<file path="src/rtl/ats_cmd_collector.sv">
// ats_cmd_collector: ATS instruction front-end.
// Each client channel delivers a two-beat instruction (upper beat, then lower beat).
// Completed instructions wait in a per-client holding register. A round-robin
// arbiter moves them into a shared FIFO, which feeds the ATS core through a
// valid/ready handshake.
// Optional build macro: OPCODE_FILTER_EN. When it is defined, completed
// instructions that carry reserved opcode 3'b100 are discarded and counted as drops.
module ats_cmd_collector #(
  parameter int unsigned NUM_CLIENTS = 2,
  parameter int unsigned HALF_W      = 16,
  parameter int unsigned FIFO_DEPTH  = 4,
  parameter int unsigned CW          = (NUM_CLIENTS > 1) ? $clog2(NUM_CLIENTS) : 1
) (
  input  logic                          clk,
  input  logic                          reset,
  input  logic                          req,
  input  logic [NUM_CLIENTS*HALF_W-1:0] ctrl,
  output logic                          out_valid,
  input  logic                          out_ready,
  output logic [2*HALF_W-1:0]           out_instr,
  output logic [CW-1:0]                 out_client,
  output logic [$clog2(FIFO_DEPTH):0]   fifo_count,
  output logic [NUM_CLIENTS-1:0]        hold_full,
  output logic [NUM_CLIENTS-1:0]        drop_pulse,
  output logic [7:0]                    drop_count
);

  localparam int unsigned IW   = 2 * HALF_W;
  localparam int unsigned AW   = $clog2(FIFO_DEPTH);
  localparam int unsigned CNTW = AW + 1;
  localparam int unsigned DSW  = 9;

  localparam logic [0:0] ST_IDLE  = 1'b0;
  localparam logic [0:0] ST_HALF2 = 1'b1;
  localparam logic [2:0] OP_NONE  = 3'b000;
`ifdef OPCODE_FILTER_EN
  localparam logic [2:0] OP_RSVD  = 3'b100;
`endif

  // Per-client capture state and storage
  logic [0:0]             state_q [NUM_CLIENTS];
  logic [0:0]             state_d [NUM_CLIENTS];
  logic [HALF_W-1:0]      beat_c  [NUM_CLIENTS];
  logic [HALF_W-1:0]      upper_q [NUM_CLIENTS];
  logic [IW-1:0]          hold_q  [NUM_CLIENTS];
  logic [NUM_CLIENTS-1:0] start_c;
  logic [NUM_CLIENTS-1:0] complete_c;
  logic [NUM_CLIENTS-1:0] rsvd_c;
  logic [NUM_CLIENTS-1:0] accept_c;
  logic [NUM_CLIENTS-1:0] drop_c;

  // Arbiter
  logic [CW-1:0]          rr_ptr;
  logic [CW-1:0]          rr_next_c;
  logic [NUM_CLIENTS-1:0] grant_c;
  logic                   grant_any_c;
  logic [CW-1:0]          grant_idx_c;
  int                     arb_idx;
  int                     arb_dist;

  // Drop accounting
  logic [DSW-1:0]         drop_sum_c;
  logic [DSW-1:0]         drop_total_c;
  logic [7:0]             drop_count_d;

  // FIFO
  logic [IW-1:0]          mem_instr  [FIFO_DEPTH];
  logic [CW-1:0]          mem_client [FIFO_DEPTH];
  logic [AW-1:0]          wr_ptr;
  logic [AW-1:0]          rd_ptr;
  logic [AW-1:0]          rd_ptr_d;
  logic [CNTW-1:0]        count_d;
  logic [CNTW-1:0]        remain_c;
  logic                   push_c;
  logic                   pop_c;
  logic [IW-1:0]          push_instr_c;
  logic [IW-1:0]          head_instr_c;
  logic [CW-1:0]          head_client_c;

  // Split the shared ctrl bus into per-client beats
  always_comb begin
    for (int c = 0; c < int'(NUM_CLIENTS); c++) begin
      beat_c[c] = ctrl[c*HALF_W +: HALF_W];
    end
  end

  // Capture FSM next state: IDLE latches the upper beat, HALF2 completes unconditionally
  always_comb begin
    start_c    = '0;
    complete_c = '0;
    for (int c = 0; c < int'(NUM_CLIENTS); c++) begin
      state_d[c] = state_q[c];
      case (state_q[c])
        ST_IDLE: begin
          if (req && (beat_c[c][HALF_W-1 -: 3] != OP_NONE)) begin
            state_d[c] = ST_HALF2;
            start_c[c] = 1'b1;
          end
        end
        ST_HALF2: begin
          state_d[c]    = ST_IDLE;
          complete_c[c] = 1'b1;
        end
        default: state_d[c] = ST_IDLE;
      endcase
    end
  end

  // Reserved-opcode detection on the instruction that completes this cycle
  always_comb begin
    rsvd_c = '0;
`ifdef OPCODE_FILTER_EN
    for (int c = 0; c < int'(NUM_CLIENTS); c++) begin
      rsvd_c[c] = (upper_q[c][HALF_W-1 -: 3] == OP_RSVD);
    end
`endif
  end

  // Round-robin grant: the full register nearest after rr_ptr wins, if the FIFO has room
  always_comb begin
    arb_dist    = int'(NUM_CLIENTS);
    arb_idx     = 0;
    grant_any_c = 1'b0;
    if (fifo_count < CNTW'(FIFO_DEPTH)) begin
      for (int j = 0; j < int'(NUM_CLIENTS); j++) begin
        if (hold_full[j] &&
            (((j + int'(NUM_CLIENTS) - int'(rr_ptr)) % int'(NUM_CLIENTS)) < arb_dist)) begin
          arb_dist    = (j + int'(NUM_CLIENTS) - int'(rr_ptr)) % int'(NUM_CLIENTS);
          arb_idx     = j;
          grant_any_c = 1'b1;
        end
      end
    end
    grant_c = '0;
    for (int j = 0; j < int'(NUM_CLIENTS); j++) begin
      grant_c[j] = grant_any_c && (arb_idx == j);
    end
    grant_idx_c = CW'(arb_idx);
    rr_next_c   = CW'((arb_idx + 1) % int'(NUM_CLIENTS));
  end

  // Completion outcome: store into the holding register (possibly refilled on its grant edge) or drop
  always_comb begin
    for (int c = 0; c < int'(NUM_CLIENTS); c++) begin
      accept_c[c] = complete_c[c] && !rsvd_c[c] && (!hold_full[c] || grant_c[c]);
      drop_c[c]   = complete_c[c] && (rsvd_c[c] || (hold_full[c] && !grant_c[c]));
    end
  end

  // Saturating drop counter: several clients can drop in the same cycle
  always_comb begin
    drop_sum_c = '0;
    for (int c = 0; c < int'(NUM_CLIENTS); c++) begin
      drop_sum_c = drop_sum_c + DSW'(drop_c[c]);
    end
    drop_total_c = DSW'(drop_count) + drop_sum_c;
    drop_count_d = (drop_total_c > DSW'(255)) ? 8'hFF : drop_total_c[7:0];
  end

  // Per-client state, holding registers and drop reporting
  always_ff @(posedge clk) begin
    if (reset) begin
      for (int c = 0; c < int'(NUM_CLIENTS); c++) begin
        state_q[c] <= ST_IDLE;
        upper_q[c] <= '0;
        hold_q[c]  <= '0;
      end
      hold_full  <= '0;
      drop_pulse <= '0;
      drop_count <= '0;
      rr_ptr     <= '0;
    end else begin
      for (int c = 0; c < int'(NUM_CLIENTS); c++) begin
        state_q[c] <= state_d[c];
        if (start_c[c]) begin
          upper_q[c] <= beat_c[c];
        end
        if (accept_c[c]) begin
          hold_q[c]    <= {upper_q[c], beat_c[c]};
          hold_full[c] <= 1'b1;
        end else if (grant_c[c]) begin
          hold_full[c] <= 1'b0;
        end
      end
      drop_pulse <= drop_c;
      drop_count <= drop_count_d;
      if (grant_any_c) begin
        rr_ptr <= rr_next_c;
      end
    end
  end

  // FIFO control: a push is blocked when full even if a pop happens in the same cycle
  always_comb begin
    push_c       = grant_any_c;
    pop_c        = out_valid && out_ready;
    push_instr_c = hold_q[grant_idx_c];
    rd_ptr_d     = pop_c ? (rd_ptr + AW'(1)) : rd_ptr;
    count_d      = fifo_count;
    if (push_c && !pop_c) begin
      count_d = fifo_count + CNTW'(1);
    end else if (!push_c && pop_c) begin
      count_d = fifo_count - CNTW'(1);
    end
    remain_c = fifo_count - CNTW'(pop_c);
    if (remain_c == '0) begin
      head_instr_c  = push_instr_c;
      head_client_c = grant_idx_c;
    end else begin
      head_instr_c  = mem_instr[rd_ptr_d];
      head_client_c = mem_client[rd_ptr_d];
    end
  end

  // FIFO storage; contents need no reset because the pointers define what is valid
  always_ff @(posedge clk) begin
    if (push_c) begin
      mem_instr[wr_ptr]  <= push_instr_c;
      mem_client[wr_ptr] <= grant_idx_c;
    end
  end

  // FIFO pointers, occupancy and the registered head outputs
  always_ff @(posedge clk) begin
    if (reset) begin
      wr_ptr     <= '0;
      rd_ptr     <= '0;
      fifo_count <= '0;
      out_valid  <= 1'b0;
      out_instr  <= '0;
      out_client <= '0;
    end else begin
      if (push_c) begin
        wr_ptr <= wr_ptr + AW'(1);
      end
      rd_ptr     <= rd_ptr_d;
      fifo_count <= count_d;
      out_valid  <= (count_d != '0);
      if (count_d != '0) begin
        out_instr  <= head_instr_c;
        out_client <= head_client_c;
      end
    end
  end

endmodule

</file>
<file path="config.mk">
export PLATFORM = sky130hd
export DESIGN_NAME = ats_cmd_collector
export DESIGN_NICKNAME = d
export VERILOG_FILES = /design/src/rtl/ats_cmd_collector.sv
export SDC_FILE = /design/constraint.sdc
export NUM_CORES = 1
export LEC_CHECK = 0
export BUFFER_PORTS_ARGS = -buffer_cell sky130_fd_sc_hd__clkbuf_2
export CAP_MARGIN = 20
export CORE_MARGIN = 4
export CORE_UTILIZATION = 45
export CTS_CLUSTER_DIAMETER = 80
export DETAILED_ROUTE_END_ITERATION = 16
export PLACE_DENSITY = 0.63
export SLEW_MARGIN = 5
export SYNTH_ARGS = -nofsm -noshare
export SYNTH_HDL_FRONTEND = slang
export SYNTH_SLANG_ARGS = --single-unit
</file>
<file path="constraint.sdc">
create_clock -name clk -period 2.6 [get_ports clk]
set_input_delay 0.13 -clock clk [delete_from_list [all_inputs] [get_ports clk]]
set_output_delay 0.13 -clock clk [all_outputs]
set_load 0.03 [all_outputs]
</file>
==> flow_metrics.env <==
export IMPL_status="complete, no violations"
export IMPL_rsz0062_at_grt="no"
export IMPL_fin_crit_ns=2.224
export IMPL_total_power_uw=13490
export IMPL_drt_met1_wl_mm=12.21
export IMPL_setup_viol=0
export IMPL_postPlaceCellArea_um2=13470
export IMPL_synth_seq_cells=284
export IMPL_rr_worst_depth=10
export IMPL_ys_types=43
export IMPL_path_delay_family="simple AND/OR/NAND/NOR gates"
export IMPL_gp_congestion=0.7323
export IMPL_synth_top_family_by_area="multiplexers"
export IMPL_clk_path_buf_depth=3
export IMPL_gr_total_overflow=0
export IMPL_met2_wirelength_mm=13.36
export IMPL_reg2reg_slack_ns=0.38
export IMPL_critical_path_startpoint_type="flip-flop"
export IMPL_nNetsFinal=1048
export IMPL_worstMarginPinSlew_ns=0.6466
export IMPL_cts_buffers=30
export IMPL_ys_warn_count=0
export IMPL_switching_power_uw=4120
export IMPL_fmax_ghz=0.4496
export IMPL_synth_top_cells_by_area="edfxtp_1, dfxtp_1, mux2_2"
export IMPL_pwr_share_seq=0.421
export IMPL_grtUsageTotal=0.1756
export IMPL_syn_num_nets=928
export IMPL_r2r_end="drop_count[4]"
export IMPL_cp_slowest_cell="dfxtp_1"
export IMPL_synthSimpleGateAreaFrac=0.09753
export IMPL_htree_levels=1
export IMPL_ys_seq_area_frac=0.6344
export IMPL_root_buffer="clkbuf_16"
export IMPL_initialDrtViolationCount=539
export IMPL_synth_top_area_cell="edfxtp_1"
export IMPL_end_kind="flip-flop"
export IMPL_dp_hpwl_mm=16.42
export IMPL_worstPathCellList="nand2b_1, nand2_1, nand3_1, fa_1, inv_1, ha_1, nand3_1, nor2_1, nand3_1, a21oi_1"
export IMPL_power_internal_uw=9367
export IMPL_grt_pass1_vias=7459
export IMPL_synth_compound_area_frac=0.08368
export IMPL_first_pass_iters=5
export IMPL_clkPwrFrac=0.310
export IMPL_syn_area_um2=12560
export IMPL_tns_ns=0
export IMPL_drive_gt1_frac=0.2644
export IMPL_worstHoldPathCells=4
export IMPL_holdPathEnd="fifo_count[2]"
export IMPL_area_delta_synth_final_pct=17.80
export IMPL_grt_antenna_before_repair=2
export IMPL_synth_top_area_frac=0.5451
export IMPL_remaining_drc_errors=0
export IMPL_rr_startpoint="hold_full[0]"
export IMPL_maxUsedRoutingLayer="met4"
export IMPL_yosysMostFrequentCell="edfxtp_1"
export IMPL_antenna_cells=0
export IMPL_vdd_ir_drop_max_mv=0.5063
export IMPL_synthMuxAreaShare=0.1395
export IMPL_synth_edff_count=228
export IMPL_path_common_cell="nand3_1"
export IMPL_start_util=0.4622
export IMPL_totalWireLength_mm=27.47
export IMPL_viasPerCell=5.435
export IMPL_synth_adder_area_share=0.009564
export IMPL_grt_pass1_wl_mm=42.41
export IMPL_wl_per_cell_um=19.66
export IMPL_skew_ns=0.005980
export IMPL_insertion_delay_ns=0.55
export IMPL_port_buffers=84
export IMPL_path_buf_inv=1
export IMPL_worstPathArrival_ns=2.70
export IMPL_clk_pin_slew_worst_paths_ns=0.06
export IMPL_avgSynthCellArea_um2=14.22
export IMPL_worstHoldStart="out_ready"
export IMPL_powerDensity_nw_per_um2=911.6
export IMPL_ios=85
export IMPL_min_path_type="in2reg"
export IMPL_fill_cells=2257
export IMPL_die_y_um=175.1
export IMPL_final_antenna_net_count=0
export IMPL_hold_viol_final=0
export IMPL_synth_main_ff_cell="edfxtp_1"
export IMPL_synth_common_cells="edfxtp_1, and2_1, mux2_2"
export IMPL_max_stage_delay_ns=0.43
export IMPL_rows=60
export IMPL_synth_cells=883
export IMPL_critical_path_required_ns=3.08
export IMPL_drv_cap=0
export IMPL_switching_share=0.3055
export IMPL_clock_sinks=284
export IMPL_synth_xor_area_frac=0.007571
export IMPL_cts_tree="done"
export IMPL_die_w_um=175.1
export IMPL_grt_max_degree=65
export IMPL_core_area_um2=27180
export IMPL_wl_met3_mm=1.167
export IMPL_synthArstFlopShare=0
export IMPL_vias=7592
export IMPL_comb_power_share=0.268
export IMPL_cp_max_fo=6
export IMPL_fin_crit_sh=0.8554
export IMPL_dieArea_um2=30650
export IMPL_power_leakage_uw=0.005341
export IMPL_relSlewSlack=0.5689
export IMPL_crit_type="reg2reg"
export IMPL_slew_viol_final=0
export IMPL_design_area_um2=14800
==> timing repair <==
item / CTS / global route
hold endpoints to repair: 66 / 0
resized for setup: 0 / 1
setup endpoints to repair: 0 / 6
setup buffers: 0 / 0
hold buffers: 34 / 0
==> per-stage QoR <==
stage / util / cells / hold WS [ns] / worst slack, ns
2_1_floorplan: - / 883 / 0.2951 / 0.2206
3_3_place_gp: 0.4956 / 1309 / 0.4195 / 0.3493
3_5_place_dp: 0.4956 / 1309 / 0.4228 / 0.2812
4_1_cts: 0.5444 / 1397 / 0.03037 / 0.2696
5_1_grt: 0.5444 / 1397 / 0.06303 / 0.05882
6_report: 0.5444 / 1397 / 0.04814 / 0.3760
==> routing by layer <==
layer  up-vias  GRT usage
li1       3597          -
met4         0    0.04648
met5         -          0
met3        50    0.02250
met1      3772     0.2374
met2       173     0.3014
==> cell usage in the layout (no fill, tap or decap), types with 7 or more instances in the layout <==
cell type      netlist  routed
a21oi_1             12      11
nand2_1             41      41
buf_12               0       7
nand3_1              9       8
inv_1               12      12
xnor2_1              7       7
buf_4                2      20
clkbuf_16            0      31
and2_1             100     100
ha_1                 8       8
dlygate4sd3_1        0      34
edfxtp_1           228     228
nor2_1              17      15
nand2b_1            34      34
dfxtp_1             56      54
clkbuf_2             0      84
a32o_1              33      33
a221o_1             33      33
clkinv_1             0       7
o22ai_1             32      32
mux2i_1             67      67
mux2_2              96      96
==> state kept, by name, summed over array words and instances, names as in the netlist <==
signal / flops
drop_count: 8
drop_pulse: 2
fifo_count: 3
hold_full: 2
hold_q: 64
mem_client: 4
mem_instr: 128
out_client: 1
out_instr: 32
out_valid: 1
rd_ptr: 2
rr_ptr: 1
state_q: 2
upper_q: 32
wr_ptr: 2
==> power groups by stage <==
stage	clock (uW)	combinational, uW	sequential (uW)
after CTS	4280	3670	5690
final	4180	3620	5680
after global routing	4470	3910	5730
after floorplan	0	2330	5970
after global placement	0	3550	5770
after detailed placement	0	3620	5780
==> worst register-to-register path: cells and delay by family, from the launching register on <==
kind	cells	cell delay (ns)
AO/OA/AOI/OAI	1	0.19
adder cells (fa/ha/maj)	2	0.59
buffers and inverters	1	0.07
flip-flops	1	0.43
AND/OR/NAND/NOR	6	0.87
==> cell families after synthesis <==
kind of cell	count (synthesis)
flip-flops	284
XOR/XNOR	10
multiplexers	163
AO/OA/AOI/OAI	125
buffers and inverters	71
adder cells (fa/ha/maj)	9
AND/OR/NAND/NOR	221
==> how the worst max path moves through the flow <==
| stage | cells past startpoint | end | slack (ns) | from |
|---|---|---|---|---|
| final | 10 | drop_count[4] | 0.38 | hold_full[0] |
| after global routing | 10 | drop_count[0] | 0.06 | fifo_count[2] |
| after CTS | 10 | drop_count[4] | 0.27 | fifo_count[2] |
| after detailed placement | 10 | drop_count[4] | 0.28 | fifo_count[2] |
| after global placement | 10 | drop_count[0] | 0.35 | fifo_count[2] |
| after floorplan | 11 | drop_count[0] | 0.22 | fifo_count[2] |
==> layout make-up <==
| cell class | count | area (um2) | share of cell area |
|---|---|---|---|
| clock buffers | 36 | 834.6 | 0.05641 |
| clock inverters | 18 | 151.4 | 0.01023 |
| inverters | 14 | 52.55 | 0.003552 |
| multi-input cells | 528 | 4268 | 0.2885 |
| flip-flops and latches | 284 | 7973 | 0.5389 |
| well taps | 372 | 465.4 | 0.03146 |
| repair buffers | 145 | 1051 | 0.07104 |
Note: power is estimated with default switching activity, not from simulation.
